<file path="config.mk">
export PLATFORM = sky130hd
export DESIGN_NAME = niosII_system_sysid_read_timer
export DESIGN_NICKNAME = d
export VERILOG_FILES = /design/src/rtl/niosii_system_sysid_checker_pkg.sv /design/src/rtl/niosii_system_sysid_checker_read_timer.sv
export SDC_FILE = /design/constraint.sdc
export NUM_CORES = 1
export LEC_CHECK = 0
export ABC_AREA = 1
export CAP_MARGIN = 20
export CORE_UTILIZATION = 45
export CTS_CLUSTER_SIZE = 12
export DETAILED_ROUTE_END_ITERATION = 6
export PLACE_DENSITY = 0.61
export REMOVE_ABC_BUFFERS = 1
export SETUP_SLACK_MARGIN = 0.2
export SLEW_MARGIN = 5
export SYNTH_ARGS = -nofsm -noshare
export SYNTH_HDL_FRONTEND = slang
export SYNTH_SLANG_ARGS = --single-unit
</file>
<file path="constraint.sdc">
create_clock -name clock -period 3.1 [get_ports clock]
set_input_delay 0.62 -clock clock [delete_from_list [all_inputs] [get_ports clock]]
set_output_delay 0.62 -clock clock [all_outputs]
set_load 0.02 [all_outputs]
</file>
<file path="src/rtl/niosii_system_sysid_checker_pkg.sv">
// Shared types and constants for the system-ID checker.
// Holds the FSM encoding, slave word addresses and counter widths.
package niosII_system_sysid_pkg;

    typedef enum logic [2:0] {
        ST_IDLE,
        ST_RD_ID_REQ,
        ST_RD_ID_WAIT,
        ST_RD_TS_REQ,
        ST_RD_TS_WAIT,
        ST_CHECK,
        ST_FINISH
    } state_e;

    localparam logic SYSID_ADDR_ID = 1'b0;
    localparam logic SYSID_ADDR_TS = 1'b1;

    localparam int TMR_W   = 16;
    localparam int RETRY_W = 4;

    function automatic logic is_req(input state_e s);
        return (s == ST_RD_ID_REQ) || (s == ST_RD_TS_REQ);
    endfunction

    function automatic logic is_wait(input state_e s);
        return (s == ST_RD_ID_WAIT) || (s == ST_RD_TS_WAIT);
    endfunction

endpackage

</file>
<file path="src/rtl/niosii_system_sysid_checker_read_timer.sv">
// Per-word read timeout counter plus the late-response drop flag.
// The counter saturates at the limit so expiry stays asserted.
module niosII_system_sysid_read_timer
    import niosII_system_sysid_pkg::*;
#(
    parameter int unsigned TIMEOUT_CYCLES = 255
) (
    input  logic clock,
    input  logic reset,
    input  logic clr_i,
    input  logic en_i,
    input  logic set_drop_i,
    input  logic rdv_i,
    output logic last_o,
    output logic expired_o,
    output logic drop_o
);

    localparam logic [TMR_W-1:0] LIMIT = TMR_W'(TIMEOUT_CYCLES);

    logic [TMR_W-1:0] cnt_q;
    logic [TMR_W-1:0] cnt_d;
    logic             drop_q;
    logic             drop_d;

    // Next-state for the cycle counter and the discard-next-response flag
    always_comb begin
        cnt_d  = cnt_q;
        drop_d = drop_q;
        if (clr_i) begin
            cnt_d = '0;
        end else if (en_i && (cnt_q != LIMIT)) begin
            cnt_d = cnt_q + TMR_W'(1);
        end
        if (set_drop_i) begin
            drop_d = 1'b1;
        end else if (rdv_i) begin
            drop_d = 1'b0;
        end
    end

    // State registers
    always_ff @(posedge clock or posedge reset) begin
        if (reset) begin
            cnt_q  <= '0;
            drop_q <= 1'b0;
        end else begin
            cnt_q  <= cnt_d;
            drop_q <= drop_d;
        end
    end

    assign last_o    = (cnt_q == (LIMIT - TMR_W'(1)));
    assign expired_o = (cnt_q == LIMIT);
    assign drop_o    = drop_q;

endmodule

</file>
==> impl_metrics.env, run 1 <==
export IMPL_rsz0062_at_grt="no"
export IMPL_wl_per_cell_um=12.37
export IMPL_grt_pass1_wl_um=4174
export IMPL_antenna_left=0
export IMPL_antenna_found_initial=0
export IMPL_hold_viol_final=0
export IMPL_overflow=0
export IMPL_num_io_pins=9
export IMPL_yosys_area_share_adder_pct=2.153
export IMPL_yosys_most_used_dff="dfrtp_1"
export IMPL_initial_core_util_pct=47.35
export IMPL_comb_power_share_pct=10.3
export IMPL_synth_top_family_by_area="simple AND/OR/NAND/NOR gates"
export IMPL_synth_edff_count=0
export IMPL_postCtsSetupBuffers=0
export IMPL_hold_buffers=0
export IMPL_yosys_warnings=0
export IMPL_hp_start="drop_o"
export IMPL_setup_violations=0
export IMPL_power_internal_w=0.0002904
export IMPL_r2r_start="cnt_q[1]"
export IMPL_cts_root_buf="clkbuf_4"
export IMPL_placed_cell_area_mm2=0.001260
export IMPL_cp_end_kind="output pin"
export IMPL_min_period_ps=2718
export IMPL_start_kind="register"
export IMPL_fin_crit_sh_pct=87.68
export IMPL_irDropWorstVdd_v=0.0002394
export IMPL_cp_slowest_cell="clkdlybuf4s50_1"
export IMPL_vias=1072
export IMPL_worst_slew_pin_slew_ps=663.2
export IMPL_fmax_mhz=367.9
export IMPL_nets=184
export IMPL_setup_slack_ps=381.9
export IMPL_leakage_nw=0.6101
export IMPL_maxCapViolations=0
export IMPL_yosysSeqAreaShare_pct=36.60
export IMPL_synthArstFlopShare_pct=100.0
export IMPL_synth_compound_area_share_pct=4.736
export IMPL_gp_congestion=0.8148
export IMPL_synth_distinct_cells=21
export IMPL_hold_depth=2
export IMPL_cts_tree="yes"
export IMPL_synth_xor_area_share_pct=4.521
export IMPL_synthCells=165
export IMPL_area_delta_synth_final_pct=10.66
export IMPL_coreArea_mm2=0.002455
export IMPL_h_tree_depth=1
export IMPL_r2r_slack_ps=1430
export IMPL_dp_cells=201
export IMPL_tns_ps=0
export IMPL_drive_above_1_share_pct=9.714
export IMPL_crit_path_max_incr_delay_ps=600
export IMPL_synth_simple_area_share_pct=44.67
export IMPL_clock_path_buffers=2
export IMPL_synth_mux_area_share_pct=0
export IMPL_required_ps=2480
export IMPL_clk_latency_ps=290
export IMPL_die_w_um=52.83
export IMPL_fillers=241
export IMPL_rr_worst_depth=11
export IMPL_hp_class="register to register"
export IMPL_cts_clk_slew_worst_paths_ps=100
export IMPL_cp_max_fo=6
export IMPL_p_seq_share_pct=58.6
export IMPL_switchingPower_w=0.0001024
export IMPL_cts_buffers=3
export IMPL_synth_cell_area_mm2=0.001162
export IMPL_dp_slack_ps=724.1
export IMPL_synth_avg_cell_area_um2=7.045
export IMPL_rows=18
export IMPL_grt_use_total_pct=20.91
export IMPL_vias_per_cell=5.229
export IMPL_arrival_ps=2100
export IMPL_relSlewSlack_pct=55.74
export IMPL_synth_seq_cells=17
export IMPL_grt_max_degree=18
export IMPL_clock_skew_ps=1.124
export IMPL_path_class="register to output pin"
export IMPL_drv_slew=0
export IMPL_switching_share_pct=26.07
export IMPL_power_density_mw_per_mm2=305.4
export IMPL_status="finished, final reports clean"
export IMPL_wl_um=2536
export IMPL_grt_pass1_vias=936
export IMPL_instances_no_fill=205
export IMPL_clockPowerShare_pct=31.2
export IMPL_io_buffer_count=8
export IMPL_cts_sinks=17
export IMPL_final_area_mm2=0.001286
export IMPL_first_pass_iters=5
export IMPL_n_antenna_cell=0
export IMPL_r2r_end="cnt_q[15]"
export IMPL_hpwl_um=1845
export IMPL_worstHoldEndpoint="drop_o"
export IMPL_die_h_um=52.83
export IMPL_drc_errors=0
export IMPL_die_area_mm2=0.002790
export IMPL_cts_resized=0
export IMPL_crit_chain="ha_1 > inv_1 > nor2_4 > nand2_2 > inv_2 > nand2_2 > inv_1 > clkdlybuf4s50_1"
export IMPL_initialDrtViolationCount=22
==> worst max-delay path: cells and delay by family (launching register included) <==
family | cells | cell delay (ps)
fa+ha+maj | 1 | 220
flops | 1 | 420
simple gates | 3 | 350
buf+inv | 4 | 800
==> sequential cells by signal, indices dropped and copies added (netlist names) <==
register / count
drop_o: 1
cnt_q: 16
==> power by group through the flow <==
stage          clock (W)  combinational (W)  sequential [W]
2_1_floorplan          0          0.0000224        0.000235
3_3_place_gp           0          0.0000406        0.000234
3_5_place_dp           0          0.0000409        0.000234
4_1_cts         0.000128          0.0000412        0.000230
5_1_grt         0.000134          0.0000458        0.000231
6_report        0.000122          0.0000404        0.000230
==> cells in the final DEF, fill, tap and decap left out, drive strengths merged <==
master / Yosys / layout
ha: 2 / 2
buf: 2 / 1
o21ai: 1 / 1
a21oi: 1 / 1
nor2: 26 / 26
nand2: 67 / 67
clkbuf: 1 / 4
dfrtp: 17 / 17
xnor2: 2 / 2
nand3: 7 / 7
o21bai: 6 / 6
nand4: 14 / 14
inv: 14 / 14
clkdlybuf4s50: 0 / 8
xor2: 4 / 4
nor3: 1 / 1
==> how the worst max path moves through the flow <==
stage                        start        end  slack (ps)  depth (start not counted)
after global routing      cnt_q[1]  expired_o         210                          8
final                     cnt_q[1]  expired_o         380                          8
after CTS                 cnt_q[1]  expired_o         370                          8
after detailed placement  cnt_q[1]  expired_o         720                          8
after global placement    cnt_q[1]  expired_o         760                          8
after floorplan           cnt_q[4]     last_o        1280                          4
==> cells by family after synthesis <==
logic type | count (synthesis)
adders and majority gates | 2
buffers and inverters | 17
xor gates and xnor gates | 6
and+or+nand+nor | 115
DFF | 17
AOI/OAI and AO/OA | 8
==> cells in the mapped netlist (2+ instances only) <==
library cell  count  area [um2]
ha_1              2       25.02
xor2_1            4       35.03
o21bai_1          6       45.04
nand4_1          14       87.58
nor2_1           24       90.09
inv_1            12       45.04
nand3_1           7       35.03
xnor2_1           2       17.52
nand2_2           8       50.05
nand2_1          58       217.7
dfrtp_1          17       425.4
nor2_4            2       22.52
==> routing by layer <==
layer  wire (um)  vias up  GRT usage [%]
li1            -      554              -
met1        1246      482          28.45
met2        1112       30          32.28
met3         122        6          2.609
met4          55        0          10.09
met5           0        -              0
==> per-stage QoR <==
stage          util (%)  power [W]  hold WS, ps
2_1_floorplan         -  0.0002571        488.3
3_3_place_gp      51.33  0.0002747        505.2
3_5_place_dp      51.33  0.0002753        506.3
4_1_cts           52.40  0.0003993        520.7
5_1_grt           52.40  0.0004111        572.8
6_report          52.40  0.0003928        521.3
==> layout make-up <==
cell class	instances	area, um2	area share [%]
Sequential cell	17	425.4	33.07
Inverter	14	57.56	4.475
Tap cell	30	37.54	2.918
Clock buffer	4	26.28	2.043
Timing Repair Buffer	9	87.58	6.809
Multi-Input combinational cell	131	651.9	50.68
Power figures use the tool's default switching activity.
==> run 2, diff against run 1 <==
--- a/config.mk
+++ b/config.mk
@@ -5,12 +5,11 @@
 export SDC_FILE = /design/constraint.sdc
 export NUM_CORES = 1
 export LEC_CHECK = 0
-export ABC_AREA = 1
 export CAP_MARGIN = 20
 export CORE_UTILIZATION = 45
 export CTS_CLUSTER_SIZE = 12
 export DETAILED_ROUTE_END_ITERATION = 6
-export PLACE_DENSITY = 0.61
+export PLACE_DENSITY = 0.62
 export REMOVE_ABC_BUFFERS = 1
 export SETUP_SLACK_MARGIN = 0.2
 export SLEW_MARGIN = 5
==> run 2 against run 1 <==
- sequential cell count is the same
- power decreased by 3.3%
- sequential power about the same
- die area is 12% lower
- critical path type unchanged
- largest power group unchanged
==> impl_metrics.env, run 2 <==
export IMPL_drv_slew=0
export IMPL_final_common_cell="dfrtp_1"
export IMPL_cp_end_kind="output pin"
export IMPL_cts_root_buf="clkbuf_4"
export IMPL_fmax_mhz=403.0
export IMPL_grt_busiest_layer="met2"
export IMPL_synthCells=104
export IMPL_cts_buffers=3
export IMPL_antenna_left=0
export IMPL_yosysTopAreaCellShare_pct=41.98
export IMPL_arrival_ps=1860
export IMPL_endpoint="expired_o"
export IMPL_synth_most_common_cell="dfrtp_1"
export IMPL_min_period_ps=2482
export IMPL_io_buffer_count=8
export IMPL_r2r_end="cnt_q[11]"
export IMPL_worst_slew_pin_slew_ps=728.6
export IMPL_overflow=0
export IMPL_dp_slack_ps=552.2
export IMPL_instances_no_fill=140
export IMPL_vias=818
export IMPL_rows=16
export IMPL_met2_usage_pct=28.54
export IMPL_synth_largest_area_cell="dfrtp_1"
export IMPL_synth_top_cells_by_count="dfrtp_1 (17), nor2_1 (10), nor4_1 (7)"
export IMPL_area_delta_synth_final_pct=12.96
export IMPL_wl_um=1978
export IMPL_wl_per_cell_um=14.13
export IMPL_num_io_pins=9
export IMPL_tns_ps=0
export IMPL_synth_avg_cell_area_um2=9.745
export IMPL_hold_viol_final=0
export IMPL_yosys_warnings=0
export IMPL_fin_util_pct=56.07
export IMPL_final_cell_mix="dfrtp_1 (17), nor2_1 (10), nor4_1 (7)"
export IMPL_drc_errors=0
export IMPL_synth_cell_area_mm2=0.001013
export IMPL_r2r_start="cnt_q[8]"
export IMPL_nets=122
export IMPL_hp_class="register to register"
export IMPL_synth_edff_count=0
export IMPL_grt_pass1_wl_um=3436
export IMPL_hold_buffers=0
export IMPL_cts_tree="yes"
export IMPL_die_h_um=49.46
export IMPL_irDropWorstVdd_v=0.0003061
export IMPL_grt_pass1_vias=753
export IMPL_maxCapViolations=0
export IMPL_hpwl_um=1432
export IMPL_power_density_mw_per_mm2=331.7
export IMPL_path_class="register to output pin"
export IMPL_yosysSeqAreaShare_pct=41.98
export IMPL_clock_skew_ps=3.492
export IMPL_yosys_most_used_dff="dfrtp_1"
export IMPL_setup_violations=0
export IMPL_synth_distinct_cells=31
export IMPL_setup_slack_ps=618.5
export IMPL_antenna_found_initial=0
export IMPL_coreArea_mm2=0.002042
export IMPL_grt_max_degree=22
export IMPL_vias_per_cell=5.843
export IMPL_dp_cells=136
export IMPL_cts_clk_slew_worst_paths_ps=100
export IMPL_initialDrtViolationCount=26
export IMPL_relSlewSlack_pct=51.27
export IMPL_fin_crit_sh_pct=80.05
export IMPL_fillers=197
export IMPL_initial_core_util_pct=49.63
export IMPL_rsz0062_at_grt="no"
export IMPL_leakage_nw=0.4977
export IMPL_cts_sinks=17
export IMPL_cp_max_fo=8
export IMPL_clk_latency_ps=280
export IMPL_largest_register_ffs=16
export IMPL_grt_util_met1_pct=26.97
export IMPL_synthArstFlopShare_pct=100.0
export IMPL_die_area_mm2=0.002446
export IMPL_crit_start="cnt_q[8]"
export IMPL_h_tree_depth=1
export IMPL_grt_use_total_pct=18.46
export IMPL_rr_worst_depth=5
export IMPL_die_w_um=49.46
export IMPL_gp_congestion=0.7971
export IMPL_synthTopCellsByArea="dfrtp_1 (42%), mux2_4 (4.4%), nor4_1 (4.3%)"
export IMPL_first_pass_iters=4
export IMPL_largest_register="cnt_q"
export IMPL_n_antenna_cell=0
export IMPL_r2r_slack_ps=1030
export IMPL_met3_usage_pct=2.778
export IMPL_required_ps=2480
export IMPL_synth_seq_cells=17
export IMPL_drive_above_1_share_pct=10.62
export IMPL_finalPower_w=0.0003798
export IMPL_clock_path_buffers=2
export IMPL_status="finished, final reports clean"
export IMPL_start_kind="register"
-- run 2: changes by cell type after synthesis, sizes merged, moves of 3 or more --
| cell | change |
|---|---|
| a21oi | +3 |
| a41oi | +3 |
| and3 | +3 |
| inv | -9 |
| mux2 | +5 |
| nand2 | -62 |
| nand4 | -11 |
| nor2 | -16 |
| nor2b | +5 |
| nor4 | +8 |
| nor4b | +3 |
| o21bai | -5 |
| or4 | +4 |
| xor2 | -4 |
-- run 2: worst max-delay path, stage by stage (launching register included) --
cell and delay, ps:
dfrtp_1 460, or4_4 580, nor4_4 270, dlymetal6s2s_1 260
-- run 2: worst min path at each step --
stage / startpoint / to / cells past startpoint
2_1_floorplan: cnt_q[15] / cnt_q[15] / 2
3_3_place_gp: drop_o / drop_o / 1
3_5_place_dp: drop_o / drop_o / 1
4_1_cts: drop_o / drop_o / 1
5_1_grt: drop_o / drop_o / 1
6_report: drop_o / drop_o / 1
-- run 2: final cells by class --
class	instances	area, um2	area share [%]
multi-input combinational	78	546.8	47.76
sequential	17	425.4	37.16
timing repair buffer	9	92.59	8.087
tap	27	33.78	2.951
clock buffer	3	22.52	1.967
inverter	5	18.77	1.639
clock inverter	1	5.005	0.4372
-- run 2: metal layers --
layer / routed length [um] / vias up / part of all wire, %
li1: - / 407 / -
met1: 1012 / 395 / 51
met2: 894 / 14 / 45
met3: 57 / 2 / 2.9
met4: 13 / 0 / 0.66
met5: 0 / - / 0
-- run 2: power breakdown --
group	internal, W	switching, W
Combinational	0.0000140	0.0000178
Clock	0.0000478	0.0000712
Sequential	0.000225	0.00000378
-- run 2: through the flow --
stage	hold WS (ps)	area, um2
floorplan	533.7	991.0
CTS	519.0	1140
detailed placement	488.8	1112
finish	500.6	1145
global placement	461.5	1112
global route	526.8	1145
-- run 2: kinds of logic after synthesis --
logic type	after synthesis	synth area share (%)
compound gates	15	10.25
xor+xnor	4	3.456
fa+ha+maj	2	2.469
simple gates	52	31.11
buf+inv	9	4.074
flops	17	41.98
mux	5	6.666
-- run 2: timing repair --
item / 4_1_cts / 5_1_grt
setup buffers: 0 / 0
endpoints found under the hold margin: 0 / 0
gates resized for setup: 0 / 2
endpoints found under the setup margin: 0 / 2
